--- src/rtl/if_id_buffer.sv ---
// Two-entry IF->ID decoupling buffer (main + skid) with flush and
// saturating stall/flush counters; IF_READY comes only from flops.
module if_id_buffer #(
  parameter int               WIDTH   = 32,
  parameter logic [WIDTH-1:0] NOP_INS = '0,
  parameter int               CNT_W   = 16
) (
  input  logic             CLK,
  input  logic             RST,
  input  logic             IF_VALID,
  input  logic [WIDTH-1:0] IF_INS,
  input  logic [WIDTH-1:0] IF_NEXT_ADR,
  output logic             IF_READY,
  output logic             ID_VALID,
  output logic [WIDTH-1:0] ID_INS,
  output logic [WIDTH-1:0] ID_NEXT_ADR,
  input  logic             ID_READY,
  input  logic             FLUSH,
  output logic [CNT_W-1:0] STALL_CNT,
  output logic [CNT_W-1:0] FLUSH_CNT
);

  logic             m_vld_q, m_vld_d;
  logic             s_vld_q, s_vld_d;
  logic [WIDTH-1:0] m_ins_q, m_ins_d;
  logic [WIDTH-1:0] m_adr_q, m_adr_d;
  logic [WIDTH-1:0] s_ins_q, s_ins_d;
  logic [WIDTH-1:0] s_adr_q, s_adr_d;
  logic [CNT_W-1:0] stall_cnt_q, stall_cnt_d;
  logic [CNT_W-1:0] flush_cnt_q, flush_cnt_d;

  logic push;
  logic pop;

  assign push = IF_VALID & ~s_vld_q;
  assign pop  = m_vld_q & ID_READY;

  always_comb begin
    m_vld_d = m_vld_q;
    s_vld_d = s_vld_q;
    m_ins_d = m_ins_q;
    m_adr_d = m_adr_q;
    s_ins_d = s_ins_q;
    s_adr_d = s_adr_q;
    if (FLUSH) begin
      m_vld_d = 1'b0;
      s_vld_d = 1'b0;
    end else if (!m_vld_q) begin
      if (push) begin
        m_vld_d = 1'b1;
        m_ins_d = IF_INS;
        m_adr_d = IF_NEXT_ADR;
      end
    end else if (!s_vld_q) begin
      if (push && !pop) begin
        s_vld_d = 1'b1;
        s_ins_d = IF_INS;
        s_adr_d = IF_NEXT_ADR;
      end else if (push && pop) begin
        m_ins_d = IF_INS;
        m_adr_d = IF_NEXT_ADR;
      end else if (pop) begin
        m_vld_d = 1'b0;
      end
    end else if (pop) begin
      // skid entry moves up so the oldest always sits in M
      m_ins_d = s_ins_q;
      m_adr_d = s_adr_q;
      s_vld_d = 1'b0;
    end
  end

  always_comb begin
    stall_cnt_d = stall_cnt_q;
    flush_cnt_d = flush_cnt_q;
    if (m_vld_q && !ID_READY && !(&stall_cnt_q))
      stall_cnt_d = stall_cnt_q + 1'b1;
    if (FLUSH && !(&flush_cnt_q))
      flush_cnt_d = flush_cnt_q + 1'b1;
  end

  always_ff @(posedge CLK) begin
    if (RST) begin
      m_vld_q     <= 1'b0;
      s_vld_q     <= 1'b0;
      m_ins_q     <= '0;
      m_adr_q     <= '0;
      s_ins_q     <= '0;
      s_adr_q     <= '0;
      stall_cnt_q <= '0;
      flush_cnt_q <= '0;
    end else begin
      m_vld_q     <= m_vld_d;
      s_vld_q     <= s_vld_d;
      m_ins_q     <= m_ins_d;
      m_adr_q     <= m_adr_d;
      s_ins_q     <= s_ins_d;
      s_adr_q     <= s_adr_d;
      stall_cnt_q <= stall_cnt_d;
      flush_cnt_q <= flush_cnt_d;
    end
  end

  assign IF_READY    = ~s_vld_q;
  assign ID_VALID    = m_vld_q;
  assign ID_INS      = m_vld_q ? m_ins_q : NOP_INS;
  assign ID_NEXT_ADR = m_vld_q ? m_adr_q : '0;
  assign STALL_CNT   = stall_cnt_q;
  assign FLUSH_CNT   = flush_cnt_q;

endmodule

--- config.mk ---
export PLATFORM = sky130hd
export DESIGN_NAME = if_id_buffer
export DESIGN_NICKNAME = d
export VERILOG_FILES = /design/src/rtl/if_id_buffer.sv
export SDC_FILE = /design/constraint.sdc
export NUM_CORES = 1
export LEC_CHECK = 0
export CELL_PAD_IN_SITES_DETAIL_PLACEMENT = 0
export CELL_PAD_IN_SITES_GLOBAL_PLACEMENT = 1
export CORE_MARGIN = 2
export CORE_UTILIZATION = 41
export DETAILED_ROUTE_END_ITERATION = 7
export DONT_BUFFER_PORTS = 1
export GPL_TIMING_DRIVEN = 0
export PLACE_DENSITY = 0.71
export SYNTH_ARGS = -nofsm -noshare
export SYNTH_HDL_FRONTEND = slang
export SYNTH_SLANG_ARGS = --single-unit
--- constraint.sdc ---
create_clock -name CLK -period 1.5 [get_ports CLK]
set_input_delay 0.3 -clock CLK [delete_from_list [all_inputs] [get_ports CLK]]
set_output_delay 0.3 -clock CLK [all_outputs]
set_load 0.02 [all_outputs]
==> results.md <==
- The run finished, with violations left.
- The final reports fail on negative setup slack.
- The combined global-route utilization of all metal layers is 25.0%.
- The launch point of the worst reg-to-reg path is STALL_CNT[1].
- The first-pass GRT wire length is 35500 um.
- The final setup skew is 7.87 ps.
- Entering global routing, the biggest net connects 17 pins.
- The post-detailed-route count of antenna-violating nets is 0.
- The standard cell area after detailed placement is 7660 um^2.
- The final period utilization is 121%.
- The met3 track demand over resource in global routing is 7.23%.
- The number of inserted diodes is 0.
- In this run the cell area of the synthesized design comes to 7160 um^2.
- The die covers 18500 um^2.
- The share of the Yosys chip area taken by registers is 45.3%.
- The end-of-flow core utilization is 64.2%.
- The commonest cells after synthesis are 210 x nand2_1, 162 x dfxtp_1, 95 x nor2_1.
- The number of standard-cell rows in the floorplan is 48.
- The critical path capture point type is a flip-flop.
- The number of port buffers is 0.
- For this run, design rule violations remaining after detail routing come to 0.
- By area the synthesized netlist is led by dfxtp_1 45%, nand2_1 11%, a311oi_1 7.8%.
- Counting both buffers and inverters, the worst setup path holds a total of 0.
- The number of global-route vias before repair is 6839.
- The average wire length per cell after detail routing is 19.4 um.
- The synthesized design spends more area on one cell type than any other, namely dfxtp_1.
- The slowest stage cell on the critical path is or4_4.
- The post-route netlist has 42.3% of its cells at a drive strength greater than 1.
- The H-tree was split into 4 levels.
- Traced cell by cell, the critical path runs through ha_4, nand4_1, or4_4, nand3_4, xor2_1, nor2_1.
- In this run the deepest clock path goes through 2 buffers.
- The number of nets produced by synthesis is 983.
- The number of flops mapped to enable cells by yosys is 0.
- Once routing completed, OpenROAD measured the worst setup slack at -317 ps.
- The total setup violations reported at the end of the flow is 224.
- In the post-synthesis netlist, the cell with the most instances is nand2_1.
- The met1 capacity usage during global routing is 28.0%.
- The post-layout net count is 1098.
- The unique cell type count in the Yosys netlist is 41.
- The top cell family by delay on the critical path is simple AND/OR/NAND/NOR gates.
- The most critical setup path has its startpoint at STALL_CNT[1].
- The clock latency reported for the late side of the worst-skew pair is 430 ps.
- The area overhead of the layout relative to synthesis is 54.2%.
- The total overflow reported by the global router is 0.
- Detailed placement ended at an HPWL of 15400 um.
- The number of placed I/O pins is 167.
- The setup path with the least slack is of type reg2reg.
- The number of antenna violations at the first check in global routing was 0.
- In this run the static leakage power is 3.93 nW.
- The number of pins exceeding their max-slew limit in the final report came to 0.
- The largest stage delay on the critical path is 620 ps.
- The number of detailed-route iterations in the first pass is 5.
- The slew at the pin with the worst max-slew slack is 844 ps.
- At the worst endpoint, the arrival time is 2120 ps.
- Setup slack on the worst reg-to-reg path comes out at -320 ps.
- The cell at the root of the clock tree is clkbuf_16.
- Summed over its instances, the top area cell type makes up 45.3% of the synthesized netlist area.
- The number of failing hold endpoints at the final stage is 0.
- Each instance of the synthesized netlist takes up on average 7.85 um^2.
- The post-detailed-route via-to-cell ratio is 5.54.
- The critical path startpoint category is a flip-flop.
- In this run the power density over the cells is 911 nW/um^2.
- The finished cells cover 11000 um^2.
- In this run the most critical hold path is launched from IF_INS[3].
- The tightest slew margin relative to the limit is 43.8%.
- The synthesized flop and latch total is 162.
- After global routing, the most crowded layer is met2.
- For this block, the initial DRC count from the detailed router was 287.
- Setup repair after global routing could not meet its margin everywhere.
- Among all flip-flop cells after synthesis, the most frequent one is dfxtp_1.
- The starting utilization of the core area is 41.7%.
- The die is 136 um wide.
- In this run, CTS created clock tree buffers numbering 17.
- The die boundary height is 136 um.
- The maximum fanout along the worst path is 5.
- The TritonCTS clock tree is yes.
- The cell count after synthesis came out at 912.
- The smallest clock period supported by the final layout is computed as 1820 ps.
- The final weighted congestion in routability-driven placement is 0.816.
- IR analysis of the VDD net gives a maximum drop of 0.000867 V.
- The max-cap check violation count is 0.
- The class of the worst hold path is in2reg.
- For this run, asynchronously set or reset flops after synthesis account for 0%.
- The met2 usage is 44.0%.
- The clock net in this run drives a total of 162 sinks.
- The total vias in the final route is 7004.
- The required time at the worst-slack endpoint is 1800 ps.
- The total of fill cells in the finished design is 1404.
- Summed over all layers, the routed wires come to 24500 um.
- For this run, the number of Yosys warnings is 0.
- After clock tree synthesis, the clock-pin slew on the worst setup and hold paths is 60 ps.
- The region available for standard cell placement spans 17200 um^2.
- The fmax is 0.550 GHz.
- The post-placement worst setup slack is -698 ps.
[worst paths after layout]
check | end | depth (start not counted)
hold reg to reg | s_ins_q[10] | 2
setup reg to reg | STALL_CNT[7] | 6
hold / removal | s_ins_q[3] | 2
setup / recovery | STALL_CNT[7] | 6
[final cells by class]
cell class              instances  area [um^2]  share of cell area (%)
multi-input cells             670         4750                    43.0
flip-flops and latches        162         3330                    30.2
repair buffers                101         1370                    12.4
plain buffers                  71          694                    6.29
clock buffers                  25          485                    4.40
well taps                     225          282                    2.55
clock inverters                 6          105                   0.952
inverters                       4         17.5                   0.159
[routing by layer]
| layer | up-vias | wire length (um) |
|---|---|---|
| met3 | 47 | 1600 |
| met1 | 3390 | 9530 |
| li1 | 3382 | - |
| met5 | - | 0 |
| met2 | 185 | 12600 |
| met4 | 0 | 758 |
[logic make-up (layout without fill, tap and decap cells)]
family	Yosys count	after routing	share of synthesized area [%]
AO/OA/AOI/OAI	147	147	13.9
XOR/XNOR	20	20	2.45
adder cells (fa/ha/maj)	2	2	0.350
buffers and inverters	81	207	4.97
flip-flops	162	162	45.3
multiplexers	2	2	0.280
AND/OR/NAND/NOR	498	499	32.8
[sequential cells by signal, summed over array words and instances, names as in the netlist]
| register | cells |
|---|---|
| s_vld_q | 1 |
| s_ins_q | 32 |
| STALL_CNT | 16 |
| m_ins_q | 32 |
| m_adr_q | 32 |
| FLUSH_CNT | 16 |
| ID_VALID | 1 |
| s_adr_q | 32 |
[repair_timing]
action	4_1_cts	5_1_grt
hold buffers	20	1
pin swaps	58	122
endpoints found under the hold margin	20	1
gates resized for setup	288	250
endpoints found under the setup margin	225	225
cloned	12	13
buffers inserted	36	26
[cells in the final DEF, fill, tap and decap left out, types with 18 or more instances in the layout]
master and instances:
nand2_1 155, dfxtp_1 128, nand3_1 68, nor2_1 67, and2_4 65, a311oi_1 47, a21oi_2 46, nand2_4 37
clkbuf_16 34, buf_6 31, clkbuf_1 30, buf_4 27, a21oi_1 26, dlygate4sd3_1 21, dfxtp_4 19, nand2_2 19
buf_8 18, nor2_2 18
[per-stage QoR]
step / total power [mW] / setup TNS, ps / std cells / hold slack [ps]
floorplan: 5.05 / -1940 / 912 / 417
global placement: 5.20 / -82170 / 1137 / 424
detailed placement: 5.22 / -88840 / 1137 / 426
CTS: 9.91 / -44270 / 1235 / 0.329
global route: 10.4 / -61020 / 1264 / -0.432
finish: 10.0 / -47620 / 1264 / 0.267
[power breakdown]
part           total, mW  internal [mW]  switching, mW
combinational       1.07          0.525          0.548
sequential          4.54           4.42          0.123
clock               4.43           2.73           1.70
Note: power is estimated with default switching activity, not from simulation.
